**config.mk**
```make
export PLATFORM = sky130hd
export DESIGN_NAME = pipelined_addsub_acc
export DESIGN_NICKNAME = d
export VERILOG_FILES = /design/src/rtl/pipelined_addsub_acc.sv
export SDC_FILE = /design/constraint.sdc
export NUM_CORES = 1
export LEC_CHECK = 0
export CAP_MARGIN = 25
export CORE_ASPECT_RATIO = 1.75
export CORE_MARGIN = 3
export CORE_UTILIZATION = 40
export DETAILED_ROUTE_END_ITERATION = 16
export SLEW_MARGIN = 10
export SYNTH_ARGS = -nofsm -noshare
export SYNTH_HDL_FRONTEND = slang
export SYNTH_SLANG_ARGS = --single-unit
```
**constraint.sdc**
```tcl
create_clock -name clk -period 2.6 [get_ports clk]
set_clock_uncertainty 0.1 [all_clocks]
set_input_delay 0.39 -clock clk [delete_from_list [all_inputs] [get_ports clk]]
set_output_delay 0.39 -clock clk [all_outputs]
set_load 0.01 [all_outputs]
```
**src/rtl/pipelined_addsub_acc.sv**
```systemverilog
// pipelined_addsub_acc
//   Pipelined add / subtract / accumulate / load-accumulator unit with
//   valid/ready handshakes on both sides. The result is computed in the
//   accept cycle and then carried through LATENCY result registers.
//   The accumulator updates at accept time, so back-to-back accumulates
//   chain without hazard.
//
// Parameters
//   WIDTH   operand width (2..32)
//   LATENCY register stages from accept to out_valid (1..4)
//
// Ports
//   clk, rst_n          clock, async active-low reset
//   in_valid / in_ready input handshake (in_ready is combinational from out_ready)
//   op                  00 add, 01 sub, 10 accumulate, 11 load accumulator
//   a, b                operands (b unused for op 10/11)
//   out_valid/out_ready output handshake
//   y                   WIDTH+1 result, top bit is carry (add/acc) or borrow (sub)
//   ovf                 two's-complement overflow of the WIDTH-bit result
//   acc_out             accumulator value, updated at accept
module pipelined_addsub_acc #(
  parameter int WIDTH   = 8,
  parameter int LATENCY = 2
) (
  input  logic             clk,
  input  logic             rst_n,
  input  logic             in_valid,
  output logic             in_ready,
  input  logic [1:0]       op,
  input  logic [WIDTH-1:0] a,
  input  logic [WIDTH-1:0] b,
  output logic             out_valid,
  input  logic             out_ready,
  output logic [WIDTH:0]   y,
  output logic             ovf,
  output logic [WIDTH-1:0] acc_out
);

  localparam int MSB = WIDTH - 1;

  typedef struct packed {
    logic           ovf;
    logic [WIDTH:0] y;
  } res_t;

  logic [WIDTH-1:0] acc_q;
  logic [WIDTH:0]   sum;
  logic             ovf_c;
  logic             advance;

  logic [LATENCY:1] vld_pipe;
  res_t             res_pipe [1:LATENCY];

  // The whole pipeline moves together; a held output freezes every stage,
  // so bubbles are kept rather than squeezed out.
  assign advance   = !out_valid || out_ready;
  assign in_ready  = advance;
  assign out_valid = vld_pipe[LATENCY];
  assign y         = res_pipe[LATENCY].y;
  assign ovf       = res_pipe[LATENCY].ovf;
  assign acc_out   = acc_q;

  // Accept-stage arithmetic. The zero-extended subtraction leaves the
  // borrow in sum[WIDTH] (set iff a < b unsigned).
  always_comb begin
    sum   = {1'b0, a};
    ovf_c = 1'b0;
    case (op)
      2'b00: begin
        sum   = {1'b0, a} + {1'b0, b};
        ovf_c = (a[MSB] == b[MSB]) && (sum[MSB] != a[MSB]);
      end
      2'b01: begin
        sum   = {1'b0, a} - {1'b0, b};
        ovf_c = (a[MSB] != b[MSB]) && (sum[MSB] != a[MSB]);
      end
      2'b10: begin
        sum   = {1'b0, acc_q} + {1'b0, a};
        ovf_c = (acc_q[MSB] == a[MSB]) && (sum[MSB] != acc_q[MSB]);
      end
      default: begin
        sum   = {1'b0, a};
        ovf_c = 1'b0;
      end
    endcase
  end

  // Accumulator wraps modulo 2^WIDTH; carry is visible only in y.
  always_ff @(posedge clk or negedge rst_n) begin
    if (!rst_n)
      acc_q <= '0;
    else if (in_valid && advance && op[1])
      acc_q <= sum[WIDTH-1:0];
  end

  always_ff @(posedge clk or negedge rst_n) begin
    if (!rst_n) begin
      vld_pipe <= '0;
      for (int i = 1; i <= LATENCY; i++) res_pipe[i] <= '0;
    end else if (advance) begin
      vld_pipe[1] <= in_valid;
      res_pipe[1] <= {ovf_c, sum};
      for (int i = 2; i <= LATENCY; i++) begin
        vld_pipe[i] <= vld_pipe[i-1];
        res_pipe[i] <= res_pipe[i-1];
      end
    end
  end

endmodule

```
== Word-level counts from Yosys, hierarchy flattened ==
Cells that the tools add are included.
W data, S select, Z words.
Storage, ports and cells
  bits in registers: 30
  input port bits: 22
  output and inout bits: 20
Operators by class
  add/sub/neg operators: 3
  eq/ne operators: 8
  multiplexer cells: 2
  reduce and logical (&&, ||, !) cells: 8
Operator list (number)
  $pmux W9 S3: 1
  $add A8 B8 Y9: 2
  $sub A8 B8 Y9: 1
  $logic_and A1 B1 Y1: 5
  $ne A1 B1 Y1: 4
  $pmux W1 S3: 1
  $eq A1 B1 Y1: 2
  $eq A2 B1 Y1 const B: 1
  $eq A2 B2 Y1 const B: 1
  $logic_not A2 Y1: 1
  $logic_not A1 Y1: 1
  $logic_or A1 B1 Y1: 1

== Logic depth before layout (Yosys ltp) ==
Gate-level depths: netlist (run 1).
  depth after elaboration: 4
  depth in mapped cells: 10

== Worst setup path before layout (run 1) ==
Ideal clock, no wire load.
  kind: in2reg
  start: input a[0]
  end: register res_pipe[16] (netlist name)
  library setup time: 146 ps
  arrival: 2085 ps
  setup slack: 269 ps
  stages: 9
  cells stage by stage: ha_1 -> inv_1 -> fa_1 -> o21bai_1 -> nand3_1 -> a21oi_1 -> mux2_4 -> a211oi_1 -> a31oi_1
On the way
  longest elaborated chain between the ends: 2
  elaborated cells between the ends (all ways): 4
  those cells by class: add/sub (3); mux (1)
RTL lines
  from (decl): line 30  | input logic [WIDTH-1:0] a,
  $add A8 B8 Y9, or another cell as far along: line 78  | sum = {1'b0, acc_q} + {1'b0, a};
  $pmux W9 S3 *: line 68  | case (op)
  to (signal, indexed assignment): line 105  | res_pipe[i] <= res_pipe[i-1];
  to (decl): line 52  | res_t res_pipe [1:LATENCY];
Every way passes the cells marked *; elsewhere a longest branch is shown, timed or not.
A chain may end at the register's enable or synchronous reset.

== Worst setup path in the final report (run 1) ==
  start: input a[5]
  end: register res_pipe[19] (netlist name)
On the way
  longest elaborated chain between the ends: 4
  elaborated cells between the ends (all ways): 10
  those cells by class: add/sub (3); eq/ne (3); mux (1); reduce/logical (3)
RTL lines (line)
  $add A8 B8 Y9, or another cell as far along: 78
  $ne A1 B1 Y1, on equally long branches: 79, 71, 75
  $logic_and A1 B1 Y1, on equally long branches: 79, 71, 75
  $pmux W1 S3 *: 68
Marks and branches as above.

==> out/metrics.yaml, run 1 <==
setup_path:
  crit_required_ns: 2.73
  path_cells: "clkdlybuf4s50_1, ha_4, nand2_1, nor3_1, buf_4, o21ai_2, mux2_1, o41ai_2, a211o_1"
  path_buf_inv: 2
  arrival_ns: 2.64
  end_kind: "flip-flop"
  crit_cells: 9
  crit_slowest_cell: "clkdlybuf4s50_1"
  r2r_setup_slack_ns: 0.31
  worstSetupPathType: "primary input to flip-flop"
  cpPeakStageDelay_ns: 0.52
  startpoint_type: "primary input"
  crit_family: "buffers and inverters"
  r2r_cells: 8
  critPathMaxFanout: 6
yosys:
  syn-cell-area_mm2: 0.00265
  synth_top_family_by_area: "simple AND/OR/NAND/NOR gates"
  synth.distinct_cells: 65
  synthAdderAreaFrac: 0.136
  synth_xor_area_frac: 0.0199
  syn_area_per_cell_um2: 8.40
  synth.yosys.seq_area_share: 0.284
  syn-num-nets: 364
  synth_ff_type: "dfrtp_1"
  synth_compound_area_frac: 0.198
  yosys_warnings: 0
  synth_async_sr_flop_share: 1.00
  muxShareOfSynthArea: 0.0549
  synth_seq_cells: 30
  synth-edff-count: 0
  yosys.area_share.simple: 0.225
  syn_inst: 315
timing:
  relSlewSlack: 0.746
  rsz0062_at_grt: "yes"
  hold-worst-slack_ns: 0.362
  min_period_ns: 2.51
  fin_ws_ns: 0.0881
  drv_slew: 0
  final-hold-violation-count: 0
  finalSetupTns_ns: 0
  max_freq_mhz: 398
  finalSetupViolations: 0
  finalCritPeriodShare: 0.966
  worstMarginPinSlew_ns: 0.379
global_routing:
  grtUsageTotal: 0.187
  grt_max_degree: 32
  overflow: 0
  antenna_found_initial: 0
  grt_pass1_wl_um: 11000
  grt_pass1_vias: 2307
worst_hold_path:
  min_path_cells: 2
  hold_class: "flip-flop to flip-flop"
detailed_routing:
  via_count: 2452
  via_per_inst: 5.23
  final_antenna_net_count: 0
  drt_iter0_markers: 106
  routed_wirelength_um: 6840
  dr.pass1.iters: 4
  wl_per_cell_um: 14.6
  drc: 0
pwr:
  seq_power_share: 0.289
  p_int_w: 0.00156
  p_clk_frac: 0.191
  p_leak_nw: 1.68
  p_sw_frac: 0.349
  power.net_switching_w: 0.000837
  comb_power_share: 0.521
  powerDensity_mw_per_mm2: 645
  ir_drop_mv: 0.282
floorplanning:
  start_util: 0.418
  die_h_um: 114
  rows: 38
  dieWidth_um: 67.5
  die_area_mm2: 0.00766
  coreArea_mm2: 0.00632
  io_pins: 42
clock_tree:
  clock_tree.root_cell: "clkbuf_8"
  postCtsHoldBufs: 0
  cts_sinks: 30
  path_clk_slew_ns: 0.07
  cts-buffers-inserted: 5
  cts.path.max_buffers: 2
  clk_latency_ns: 0.29
  cts_tree: "built"
  htreeDepth: 2
placed_design:
  gp_congestion: 0.868
  place_ws_ns: -0.496
  numPortBuffers: 41
  dp_cells: 459
  place_hpwl_um: 5370
run:
  maxCapViolCount: 0
layout:
  antenna_cells: 0
  final_nets: 437
  fillers: 582
  syn_to_final_growth_pct: 40.7
  layout_commonest_cell: "nand2_1"
  final_cell_mix: "nand2_1 (52), buf_4 (47), clkdlybuf4s50_1 (38)"
  instances_no_fill: 469
  drive_gt1_frac: 0.254
run_status:
  outcome: "finished clean"
-- cell usage after synthesis, types with 2 or more instances --
cell type | count | share of area
a21o_1 | 3 | 0.0085
o21bai_1 | 3 | 0.0085
or3_1 | 4 | 0.0095
buf_6 | 2 | 0.0085
a21oi_1 | 17 | 0.032
nand2_1 | 52 | 0.074
dfrtp_1 | 30 | 0.28
and3_1 | 4 | 0.0095
nor2_1 | 21 | 0.030
fa_1 | 3 | 0.023
nand3b_1 | 2 | 0.0057
buf_4 | 9 | 0.026
nor3b_1 | 2 | 0.0057
o21ai_1 | 3 | 0.0057
inv_2 | 2 | 0.0028
nor4_1 | 3 | 0.0071
mux2_2 | 5 | 0.021
or4_1 | 2 | 0.0057
buf_2 | 6 | 0.011
nand3_1 | 6 | 0.011
nand2b_1 | 9 | 0.021
nor3_1 | 6 | 0.011
o21ai_0 | 17 | 0.032
a211oi_1 | 4 | 0.011
a211oi_2 | 2 | 0.0095
xnor2_1 | 2 | 0.0066
o221ai_1 | 2 | 0.0066
buf_1 | 2 | 0.0028
nor2b_1 | 6 | 0.014
ha_1 | 24 | 0.11
mux2i_1 | 4 | 0.015
clkbuf_1 | 5 | 0.0071
inv_1 | 17 | 0.024
xor2_1 | 4 | 0.013
o2111ai_1 | 2 | 0.0066
-- layout make-up --
cell class                 count  area, µm²  share of cell area
inverter                      19       71.3              0.0192
multi-input combinational    242       1890               0.507
sequential                    30        751               0.202
tap                           80        100              0.0269
clock inverter                 3       40.0              0.0108
timing repair buffer          90        802               0.216
clock buffer                   5       68.8              0.0185
-- tightest hold or removal path: cells and delay by family (launching register included) --
family           cells  cell delay [ns]
flip-flops           1             0.34
AND/OR/NAND/NOR      2             0.10
-- path summary, 6_finish.rpt --
kind / start / to
worst max-delay path: a[5] / res_pipe[19]
worst min-delay path: y[3] / y[3]
worst max register to register: acc_out[1] / res_pipe[19]
worst min register to register: y[3] / y[3]
max in group asynchronous: rst_n / y[3]
min in group asynchronous: rst_n / res_pipe[19]
-- flip-flops by register name (all words and copies together), names as in the netlist --
signal and cells:
acc_out 8, res_pipe 10, ovf 1, vld_pipe 2, y 9
-- power by group through the flow --
stage | clock (W) | sequential, W | combinational [W]
2_1_floorplan | 0 | 0.000687 | 0.000663
3_3_place_gp | 0 | 0.000685 | 0.00111
4_1_cts | 0.000466 | 0.000684 | 0.00114
5_1_grt | 0.000482 | 0.000710 | 0.00138
3_5_place_dp | 0 | 0.000691 | 0.00113
6_report | 0.000457 | 0.000693 | 0.00125
-- metal layers --
metal,share of wire,up-vias,global-route usage,wire length [µm]
li1,-,1242,-,-
met4,0.021,0,0.0786,144
met3,0.027,8,0.0187,185
met5,0,-,0,0
met2,0.53,48,0.324,3660
met1,0.42,1154,0.227,2850
-- logic make-up (layout without fill, tap and decap cells) --
| logic type | Yosys count | in the layout |
|---|---|---|
| buffers and inverters | 43 | 117 |
| adders and majority gates | 27 | 27 |
| and+or+nand+nor | 123 | 123 |
| DFF | 30 | 30 |
| muxes | 12 | 12 |
| AOI/OAI and AO/OA | 74 | 74 |
| xor gates and xnor gates | 6 | 6 |
-- through the flow --
step / cell area, µm² / util / total power [W]
3_5_place_dp: 3370 / 0.534 / 0.00182
6_report: 3720 / 0.588 / 0.00240
2_1_floorplan: 2650 / - / 0.00135
4_1_cts: 3510 / 0.554 / 0.00229
3_3_place_gp: 3370 / 0.534 / 0.00180
5_1_grt: 3720 / 0.588 / 0.00257
-- repair_timing --
item	4_1_cts	5_1_grt
buffers inserted	0	2
resized for setup	5	34
setup endpoints to repair	4	9
pin swaps	5	12
(Power assumes the default switching activity.)
==> inputs of run 2 (changes only) <==
CORE_UTILIZATION = 45   (was 40)
PLACE_DENSITY = 0.69   (was default)
==> out/metrics.yaml, run 2 (synthesis gave the netlist of run 1 again) <==
run_status:
  outcome: "finished clean"
setup_path:
  crit_required_ns: 2.72  # about the same
  end_kind: "flip-flop"
  critPathMaxFanout: 5  # -1
  crit_slowest_cell: "clkdlybuf4s50_1"
  cpPeakStageDelay_ns: 0.51  # about the same
  r2r-start: "acc_out[0]"
  path_cells: "clkdlybuf4s50_1, ha_1, nand3_1, nand2_1, buf_4, o21ai_1, mux2_2, o41ai_2, a211o_1"
  worst_r2r_endpoint: "res_pipe[19]"
  startpoint_type: "primary input"
  worstSetupPathType: "primary input to flip-flop"
  arrival_ns: 2.65  # about the same
  r2r_setup_slack_ns: 0.23  # -0.08 ns
  r2r_cells: 9  # +1
clock_tree:
  htreeDepth: 2  # unchanged
  cts-buffers-inserted: 5  # unchanged
  clk_latency_ns: 0.28  # about the same
  cts_tree: "built"
  postCtsHoldBufs: 0  # unchanged
  clock_tree.root_cell: "clkbuf_8"
  cts_sinks: 30  # unchanged
  path_clk_slew_ns: 0.06  # about the same
  cts.path.max_buffers: 2  # unchanged
floorplanning:
  die_area_mm2: 0.00687  # -10%
  die_h_um: 107  # -5.4%
  io_pins: 42  # unchanged
  dieWidth_um: 64.0  # -5.2%
  rows: 36  # -5.3%
  start_util: 0.470  # +0.0515
  coreArea_mm2: 0.00563  # -11%
detailed_routing:
  via_count: 2468  # +0.65%
  routed_wirelength_um: 6810  # -0.48%
  final_antenna_net_count: 0  # unchanged
  dr.pass1.iters: 4  # unchanged
  drt_iter0_markers: 141  # +33%
  wl_per_cell_um: 14.6  # +0.16%
  drc: 0  # unchanged
  via_per_inst: 5.30  # +1.3%
timing:
  min_period_ns: 2.53  # +0.0176 ns
  max_freq_mhz: 395  # -0.70%
  finalSetupViolations: 0  # unchanged
  rsz0062_at_grt: "no"
  final-hold-violation-count: 0  # unchanged
  worstMarginPinSlew_ns: 0.377  # -0.00155 ns
  relSlewSlack: 0.746  # about the same
  finalCritPeriodShare: 0.973  # +0.00678
  hold-worst-slack_ns: 0.360  # -0.00211 ns
  drv_slew: 0  # unchanged
global_routing:
  grt_max_degree: 32  # unchanged
  antenna_found_initial: 0  # unchanged
  grtUsageTotal: 0.207  # +0.0199
  grt_pass1_wl_um: 11200  # +1.6%
  overflow: 0  # unchanged
  grt_pass1_vias: 2439  # +5.7%
pwr:
  seq_power_share: 0.300  # +0.011
  p_sw_frac: 0.359  # +0.00979
  powerDensity_mw_per_mm2: 624  # -3.2%
  p_leak_nw: 1.69  # +0.54%
  power.net_switching_w: 0.000817  # -2.4%
  ir_drop_mv: 0.224  # -20%
  comb_power_share: 0.542  # +0.021
  p_clk_frac: 0.157  # -0.034
  p_int_w: 0.00146  # -6.5%
layout:
  syn_to_final_growth_pct: 38.0
  drive_gt1_frac: 0.244  # -0.0109
  final_cell_mix: "nand2_1 (52), buf_4 (50), clkdlybuf4s50_1 (35)"
  largest_reg_flops: 10  # unchanged
  final_nets: 440  # +0.69%
  layout_commonest_cell: "nand2_1"
  antenna_cells: 0  # unchanged
  top_register: "res_pipe"
  final_cell_area_mm2: 0.00365  # -1.9%
  fillers: 497  # -15%
worst_hold_path:
  hold_class: "flip-flop to flip-flop"
  hold_end: "y[5]"
  min_path_cells: 2  # unchanged
  hp-start: "y[5]"
placed_design:
  place_hpwl_um: 5450  # +1.5%
  gp_congestion: 0.830  # -4.4%
  numPortBuffers: 41  # unchanged
  dpl_cell_area_mm2: 0.00340  # +0.74%
run:
  maxCapViolCount: 0  # unchanged
[run 2: cell count changes in the layout (fill, tap and decap cells not counted), sizes merged, moves of 2 or more]
cell	delta
dlygate4sd2	+2
clkinv	-2
buf	+3
clkdlybuf4s50	-3
[run 2: routing by layer]
metal  share of wire  vias to the layer above  track usage
met3           0.024                       12       0.0157
li1                -                     1247            -
met2            0.55                       53        0.390
met4           0.026                        0       0.0896
met5               0                        -            0
met1            0.40                     1156        0.230
[run 2: worst max-delay path by stage]
stage | startpoint | end | slack (ns)
floorplan | a[0] | res_pipe[16] | 0.27
global placement | a[0] | res_pipe[16] | -0.41
detailed placement | a[0] | res_pipe[16] | -0.50
CTS | a[1] | acc_out[7] | -0.001
global route | a[4] | res_pipe[19] | 0.02
finish | a[4] | res_pipe[19] | 0.07
[run 2: area by class of cell]
cell class	count	area, µm²	share of cell area
Inverter	19	71.3	0.0195
Sequential cell	30	751	0.206
Clock buffer	6	82.6	0.0226
Timing Repair Buffer	93	825	0.226
Tap cell	76	95.1	0.0261
Multi-Input combinational cell	242	1830	0.500
[run 2: what timing repair did]
item                                    4_1_cts  5_1_grt
endpoints found under the setup margin        6        9
setup buffers                                 0        1
cloned                                        0        0
pin swaps                                     9       14
resized for setup                             8       26
[run 2: power groups by stage]
stage / logic [W] / registers, W / clock network [W]
after global routing: 0.00135 / 0.000704 / 0.000386
after detailed placement: 0.00114 / 0.000689 / 0
after global placement: 0.00112 / 0.000682 / 0
final: 0.00123 / 0.000684 / 0.000359
after CTS: 0.00116 / 0.000682 / 0.000370
after floorplan: 0.000663 / 0.000687 / 0
[run 2: critical path, delay by kind of cell]
family / cells / cell delay, ns
multiplexers: 1 / 0.36
AO/OA/AOI/OAI: 3 / 0.63
adder cells (fa/ha/maj): 1 / 0.40
AND/OR/NAND/NOR: 2 / 0.20
buffers and inverters: 2 / 0.66
[run 2: stage by stage]
| step | setup slack [ns] | util | total power [W] | TNS (ns) | std cells |
|---|---|---|---|---|---|
| after floorplan | 0.269 | - | 0.00135 | 0 | 315 |
| after global routing | 0.0206 | 0.648 | 0.00244 | 0 | 466 |
| after CTS | -0.00117 | 0.624 | 0.00221 | -0.00117 | 465 |
| after global placement | -0.415 | 0.604 | 0.00180 | -2.77 | 459 |
| after detailed placement | -0.495 | 0.604 | 0.00183 | -3.40 | 459 |
| final | 0.0704 | 0.648 | 0.00228 | 0 | 466 |
